===== config.mk =====
export PLATFORM = sky130hd
export DESIGN_NAME = menu_ctrl
export DESIGN_NICKNAME = d
export VERILOG_FILES = /design/src/rtl/menu_ctrl.sv
export SDC_FILE = /design/constraint.sdc
export NUM_CORES = 1
export LEC_CHECK = 0
export CORE_ASPECT_RATIO = 0.8
export CORE_MARGIN = 4
export CORE_UTILIZATION = 51
export DETAILED_ROUTE_END_ITERATION = 16
export PLACE_DENSITY_LB_ADDON = 0.08
export SLEW_MARGIN = 20
export SYNTH_ARGS = -nofsm -noshare
export SYNTH_HDL_FRONTEND = slang
export SYNTH_SLANG_ARGS = --single-unit

===== constraint.sdc =====
create_clock -name clk -period 2.85 [get_ports clk]
set_clock_uncertainty 0.1 [all_clocks]
set_input_delay 0.57 -clock clk [delete_from_list [all_inputs] [get_ports clk]]
set_output_delay 0.57 -clock clk [all_outputs]
set_load 0.005 [all_outputs]

===== src/rtl/menu_ctrl.sv =====
// menu_ctrl: debounced up/down/select buttons driving a browse/edit/commit menu and its 8-char line word.
// Optional: define MENU_AUTOREPEAT_EN for hold-to-repeat of up/down while editing.
module menu_ctrl #(
  parameter int N_ITEMS    = 4,
  parameter int VAL_MAX    = 63,
  parameter int DEBOUNCE   = 50000,
  parameter int REPEAT_DLY = 250000,
  parameter int REPEAT_PER = 50000
) (
  input  logic        clk,
  input  logic        rst,
  input  logic        btn_up,
  input  logic        btn_down,
  input  logic        btn_sel,
  input  logic        newframe,
  output logic [31:0] line,
  output logic [3:0]  item_idx,
  output logic [5:0]  item_value,
  output logic        editing,
  output logic        commit,
  output logic [3:0]  commit_idx
);
  localparam int              IW       = $clog2(N_ITEMS);
  localparam int              DB_W     = $clog2(DEBOUNCE + 1);
  localparam logic [DB_W-1:0] DB_LAST  = DB_W'(DEBOUNCE - 1);
  localparam logic [DB_W-1:0] DB_ONE   = DB_W'(1);
  localparam logic [3:0]      IDX_LAST = 4'(N_ITEMS - 1);
  localparam logic [5:0]      VMAX     = 6'(VAL_MAX);

  if (N_ITEMS < 2 || N_ITEMS > 10 || VAL_MAX > 63 || REPEAT_PER < 1 || REPEAT_DLY < REPEAT_PER) begin : g_param_err
    $error("menu_ctrl: parameter out of range");
  end

  typedef enum logic [1:0] {BROWSE = 2'd0, EDIT = 2'd1, COMMIT = 2'd2} state_t;
  state_t state, state_nx;

  logic [2:0]      raw, sync1, sync2, level, press;
  logic [DB_W-1:0] db_cnt [3];
  logic [3:0]      idx_nx;
  logic [5:0]      edit_val, edit_val_nx;
  logic [5:0]      stored [N_ITEMS];
  logic [5:0]      shown;
  logic [3:0]      mode_char;
  logic            ev_up, ev_down, ev_sel;

  function automatic logic [3:0] bcd_tens(input logic [5:0] v);
    return 4'(v / 6'd10);
  endfunction

  function automatic logic [3:0] bcd_ones(input logic [5:0] v);
    return 4'(v % 6'd10);
  endfunction

  assign raw = {btn_sel, btn_down, btn_up};

  // Synchronise each button, accept a level change after DEBOUNCE stable cycles, pulse on accepted rise.
  always_ff @(posedge clk) begin
    if (rst) begin
      sync1 <= 3'b000;
      sync2 <= 3'b000;
      level <= 3'b000;
      press <= 3'b000;
      for (int b = 0; b < 3; b++) db_cnt[b] <= {DB_W{1'b0}};
    end else begin
      sync1 <= raw;
      sync2 <= sync1;
      for (int b = 0; b < 3; b++) begin
        press[b] <= 1'b0;
        if (sync2[b] != level[b]) begin
          if (db_cnt[b] == DB_LAST) begin
            level[b]  <= ~level[b];
            press[b]  <= ~level[b];
            db_cnt[b] <= {DB_W{1'b0}};
          end else begin
            db_cnt[b] <= db_cnt[b] + DB_ONE;
          end
        end else begin
          db_cnt[b] <= {DB_W{1'b0}};
        end
      end
    end
  end

`ifdef MENU_AUTOREPEAT_EN
  localparam int              RP_W      = $clog2(REPEAT_DLY + 1);
  localparam logic [RP_W-1:0] RP_LAST   = RP_W'(REPEAT_DLY - 1);
  localparam logic [RP_W-1:0] RP_RELOAD = RP_W'(REPEAT_DLY - REPEAT_PER);
  localparam logic [RP_W-1:0] RP_ONE    = RP_W'(1);
  logic [RP_W-1:0] rep_cnt [2];
  logic [1:0]      rep;

  // Hold timers for up/down while editing: first repeat REPEAT_DLY after the press, then every REPEAT_PER.
  always_ff @(posedge clk) begin
    if (rst) begin
      rep <= 2'b00;
      for (int b = 0; b < 2; b++) rep_cnt[b] <= {RP_W{1'b0}};
    end else begin
      for (int b = 0; b < 2; b++) begin
        if (state == EDIT && level[b]) begin
          if (rep_cnt[b] == RP_LAST) begin
            rep[b]     <= 1'b1;
            rep_cnt[b] <= RP_RELOAD;
          end else begin
            rep[b]     <= 1'b0;
            rep_cnt[b] <= rep_cnt[b] + RP_ONE;
          end
        end else begin
          rep[b]     <= 1'b0;
          rep_cnt[b] <= {RP_W{1'b0}};
        end
      end
    end
  end

  assign ev_up   = press[0] | rep[0];
  assign ev_down = press[1] | rep[1];
`else
  assign ev_up   = press[0];
  assign ev_down = press[1];
`endif
  assign ev_sel = press[2];

  // State, item index, edit value, stored values and the frame-synchronous line register.
  always_ff @(posedge clk) begin
    if (rst) begin
      state    <= BROWSE;
      item_idx <= 4'd0;
      edit_val <= 6'd0;
      line     <= 32'hEECB00F0;
      for (int i = 0; i < N_ITEMS; i++) stored[i] <= 6'd0;
    end else begin
      state    <= state_nx;
      item_idx <= idx_nx;
      edit_val <= edit_val_nx;
      if (state == COMMIT) stored[item_idx[IW-1:0]] <= edit_val;
      if (newframe) line <= {16'hEECB, bcd_ones(shown), bcd_tens(shown), mode_char, item_idx};
    end
  end

  // Next-state: sel has priority; up and down together cancel; COMMIT ignores all pulses.
  always_comb begin
    state_nx    = state;
    idx_nx      = item_idx;
    edit_val_nx = edit_val;
    case (state)
      BROWSE: begin
        if (ev_sel) begin
          state_nx    = EDIT;
          edit_val_nx = item_value;
        end else if (ev_up && !ev_down) begin
          idx_nx = (item_idx == 4'd0) ? IDX_LAST : item_idx - 4'd1;
        end else if (ev_down && !ev_up) begin
          idx_nx = (item_idx == IDX_LAST) ? 4'd0 : item_idx + 4'd1;
        end else begin
          state_nx = BROWSE;
        end
      end
      EDIT: begin
        if (ev_sel) begin
          state_nx = COMMIT;
        end else if (ev_up && !ev_down) begin
          edit_val_nx = (edit_val >= VMAX) ? VMAX : edit_val + 6'd1;
        end else if (ev_down && !ev_up) begin
          edit_val_nx = (edit_val == 6'd0) ? 6'd0 : edit_val - 6'd1;
        end else begin
          state_nx = EDIT;
        end
      end
      COMMIT:  state_nx = BROWSE;
      default: state_nx = BROWSE;
    endcase
  end

  // Output decode and the value/marker shown on the line.
  always_comb begin
    editing    = (state == EDIT);
    commit     = (state == COMMIT);
    commit_idx = item_idx;
    item_value = stored[item_idx[IW-1:0]];
    shown      = (state == EDIT) ? edit_val : item_value;
    mode_char  = (state == EDIT) ? 4'd12 : 4'd15;
  end
endmodule


After elaboration in Yosys (flattened, before gate mapping)
Memory sizes are Yosys's and may differ from the RTL's. A register that Yosys moved wholly into a read port is not among the register bits.
Index checks and enable logic that the tools add are counted.
- memories: 2
- latch bits: 0
- ROM bits: 0
- bits in registers: 40
- RAM bits: 72
- memories (memory ; words ; bits a word ; read ports ; clocked after Yosys merged registers in ; wr ports ; line ; source):
    db_cnt ; 3 ; 16 ; 3 ; 0 ; 3 ; 38 ; logic [DB_W-1:0] db_cnt [3];
    stored ; 4 ; 6 ; 1 ; 1 ; 4 ; 41 ; logic [5:0] stored [N_ITEMS];
- eq/ne operators: 16
- multiplexer cells: 72
- shift-type cells: 0
- reduce and logical (&&, ||, !) cells: 19
- divide/modulo/power cells: 2
- order comparisons: 1
- bitwise operators: 19
- add/sub/neg operators: 7
- $mul: 0
- operator list (operator ; count):
    $mux W16 ; 9
    $add A16 B1 Y16 const B ; 3
    $eq A16 B16 Y1 const B ; 3
    $mux W6 ; 8
    $mux W1 ; 39
    $mux W2 ; 10
    $mux W4 ; 4
    $ne A3 B3 Y1 const B ; 4
    $pmux W6 S2 ; 1
    $not A1 Y1 ; 10
    $or A1 B1 Y1 ; 9
    $reduce_or A3 Y1 ; 3
    $reduce_and A4 Y1 ; 2
    $add A6 B1 Y6 const B ; 1
    $div A6 B4 Y6 const B ; 1
    $ge A6 B6 Y1 const B ; 1
    $logic_not A6 Y1 ; 1
    $mod A6 B4 Y6 const B ; 1
    $reduce_and A2 Y1 ; 3
    $reduce_or A6 Y1 ; 1
    $sub A6 B1 Y6 const B ; 1
    $add A4 B1 Y4 const B ; 1
    $eq A4 B2 Y1 const B ; 1
    $logic_not A4 Y1 ; 1
    other kinds (12) ; 18

Logic depth before layout (Yosys ltp)
An unclocked memory read counts as a cell.
- word-level depth: 9
- depth in mapped cells: 14

Worst setup path before layout
Ideal clock, no wire load.
- kind: reg2reg
- from: register with a tool-made name
- to: register line[15]
- cell stages (with the launch flop): 15
- data arrival time: 2.942 ns
- clock period less this slack: 3.116 ns
- data required time: 2.676 ns
- library setup time: 0.074 ns
- path slack: -0.266 ns
- cells stage by stage: dfxtp_1 > buf_6 > mux4_1 > mux2_2 > inv_1 > ha_1 > nor2b_1 > nand2_1 > o211ai_1 > a32o_2 > ha_1 > nor2_1 > a22o_1 > mux2i_1 > a31oi_1
- RTL lines (element ; line ; source):
    end signal, assigned ; 136 ; if (newframe) line <= {16'hEECB, bcd_ones(shown), bcd_tens(shown), mode_char, item_idx};
    end, declared ; 16 ; output logic [31:0] line,

==> out/qor.txt <==
Status -> finished, final reports clean
Via count -> 4358
Die Area -> 13400 um^2
Post-DP HPWL -> 8570 um
DRT iter0 DRCs -> 260
Slew Limit Fails -> 0
Synthesis-to-finish area growth -> 17.4%
Die X -> 128 um
DRC viols -> 0
Starting density of the core -> 53.2%
DR WL/cell -> 14.5 um
Async S/R FF share, synth -> 0%
HP Class -> flop to flop
Congestion Overflow GR -> 0
Crit Path Max Fanout -> 4
# setup viols final -> 0
Final core utilization -> 62.5%
Clk_lat worst skew -> 0.35 ns
Final Cycle Share -> 98.2%
Crit path launch type -> flop
Critical Path RT -> 3.04 ns
MaxCap Viol Count -> 0
Pwr Total -> 3.34 mW
Via density -> 5.30
Number of core rows -> 34
Fin crit period -> 2.80 ns
Post-synth top flop -> edfxtp_1
Clock buffer depth -> 2
PD cells -> 482 nW/um^2
Max frequency -> 357 MHz
Number of port buffers -> 34
Diode count -> 0
Core ar. -> 11100 um^2
Share of cells above drive strength 1 -> 9.87%
Post-Syn Area -> 5910 um^2
Post-DP Area -> 6570 um^2
CTS root buffer -> clkbuf_16
Synth Instances -> 593
CTS tree -> yes
Post-synth EDFFs -> 72
Synth Area per Inst -> 9.97 um^2
Arr. time, crit path -> 2.99 ns
Gp weighted congestion -> 0.905
RSZ-0062 raised after global routing -> yes
Final Instance Area -> 6940 um^2
Kind of critical path -> flop to flop
Sequential area share after synthesis -> 49.4%
Distinct cells, synth -> 63
Router iterations before antenna repair -> 6
Leakage dissipation -> 2.59 nW
Largest net degree at the start of global routing -> 27
Total CTS buffers -> 9
Antenna viol nets, final -> 0
Setup crit end kind -> flop
Die Span Y -> 104 um
H-tree levels -> 3
Clock-pin slew of the registers on the worst-case setup and hold paths -> 0.08 ns
Setup TNS -> 0 ns
Net count, final -> 693
Worst slew margin -> 60.5%
Slew of the pin with the lowest slew margin -> 0.592 ns
Final hold vios -> 0
Drt total wl -> 12000 um
Vias in the first global route -> 4141
Total GRT Usage -> 18.7%
Peak VDD IR -> 0.000273 V
Clk sinks -> 110
First-pass GRT wire length -> 20200 um
Initial antenna violation count -> 0
Synthesis-stage register bit count -> 110
Yosys warnings -> 0
I/O pin count -> 54
sequential cells by signal (all words and copies together) (netlist names), named ones only:
register	count
line	12
sync2	3
sync1	3
press	3
state	2
stored	24
commit_idx	4
db_cnt	48
edit_val	6
level	3
final cells by class:
class                      instances  area, um^2
clock buffer                      12         278
fill                             956        4160
sequential                       110        2930
multi-input combinational        475        2910
inverter                          21        83.8
timing repair buffer              57         513
clock inverter                     4        48.8
tap                              144         180
report_power, final:
group / internal (mW) / switching (mW)
Clock: 0.784 / 0.572
Sequential: 1.74 / 0.0376
Combinational: 0.0930 / 0.111
Total: 2.62 / 0.721
metrics by stage:
stage	hold WS (ns)	std cells	worst slack (ns)
after detailed placement	0.334	803	0.0213
after global routing	0.362	823	-0.0689
after CTS	0.354	819	0.0101
after global placement	0.327	803	0.0575
after floorplan	0.314	658	0.000424
final	0.351	823	0.0524
path summary, 6_finish.rpt:
path,startpoint,slack [ns],depth (start not counted),endpoint
max,flop,0.05,10,line[15]$_SDFFE_PP0P_
min,sync1[1]$_SDFF_PP0_,0.35,1,sync2[1]$_SDFF_PP0_
max reg2reg,flop,0.05,10,line[15]$_SDFFE_PP0P_
min reg2reg,sync1[1]$_SDFF_PP0_,0.35,1,sync2[1]$_SDFF_PP0_
timing repair:
| action | CTS | global route |
|---|---|---|
| buffers inserted | 0 | 4 |
| resized for setup | 0 | 7 |
| hold buffers | 0 | 0 |
| setup endpoints to repair | 0 | 3 |
routing by layer:
layer	up-vias	routed length (um)	global-route usage, %
li1	2166	-	-
met1	2067	5800	27.2
met2	109	5400	28.1
met3	16	598	4.06
met4	0	170	4.85
met5	-	0	0
worst max-delay path, cell delays in order (launching register included):
cell     delay (ns)
dfxtp_4        0.37
buf_4          0.15
mux4_2         0.56
mux2_4         0.29
or3_1          0.35
a32o_2         0.32
ha_4           0.18
nor2_2         0.07
a22o_1         0.12
mux2i_1        0.06
a31oi_1        0.16
synthesized netlist by cell type (3+ instances only):
cell | instances | area share (%)
o21bai_1 | 3 | 0.38
a31oi_1 | 3 | 0.32
nand3_1 | 20 | 1.7
mux2i_1 | 10 | 1.7
dfxtp_1 | 38 | 13
ha_1 | 13 | 2.8
or3_1 | 5 | 0.53
xnor2_1 | 23 | 3.4
nand2_1 | 46 | 2.9
a21oi_1 | 26 | 2.2
a31o_2 | 4 | 0.59
mux4_1 | 4 | 1.8
nand2b_1 | 7 | 0.74
a211oi_1 | 13 | 1.7
and2_1 | 3 | 0.32
o21ai_0 | 12 | 1.0
o31ai_1 | 3 | 0.38
and3_1 | 8 | 0.85
inv_1 | 21 | 1.3
xor2_1 | 20 | 3.0
nor2_1 | 103 | 6.5
nor2b_1 | 13 | 1.4
buf_4 | 24 | 3.0
nor4_1 | 3 | 0.32
nand4_1 | 11 | 1.2
nor3_1 | 13 | 1.1
clkbuf_1 | 22 | 1.4
edfxtp_1 | 72 | 37
nor4b_1 | 6 | 0.89
placed cells by master, fill, tap and decap left out, types with 3 or more instances in the layout:
cell type	synthesis	routed
nand2_1	46	46
ha_1	13	11
mux4_2	2	3
nand3_1	20	20
nor4b_1	6	6
dfxtp_1	38	37
nor2b_1	13	12
nor2_1	103	102
a211oi_1	13	13
or3_1	5	5
xnor2_1	23	23
conb_1	2	67
o21bai_1	3	3
edfxtp_1	72	72
a31oi_1	3	3
and2_1	3	3
clkdlybuf4s50_1	0	34
xor2_1	20	20
o31ai_1	3	3
a21oi_1	26	24
mux2i_1	10	9
a31o_2	4	4
inv_1	21	19
nand4_1	11	11
mux4_1	4	3
nor4_1	3	3
clkbuf_16	0	10
nand2b_1	7	7
o21ai_0	12	12
and3_1	8	8
nor3_1	13	13
buf_4	24	23
cells by family (layout without fill, tap and decap cells):
group,count (synthesis),in the layout,share of synthesized area [%]
and+or+nand+nor,251,251,20.5
DFF,110,110,49.4
AOI/OAI and AO/OA,81,81,9.21
buffers and inverters,73,94,6.35
xor gates and xnor gates,43,43,6.37
muxes,20,20,5.25
adders and majority gates,13,13,2.75
other,2,67,0.127
(Power assumes the default switching activity.)
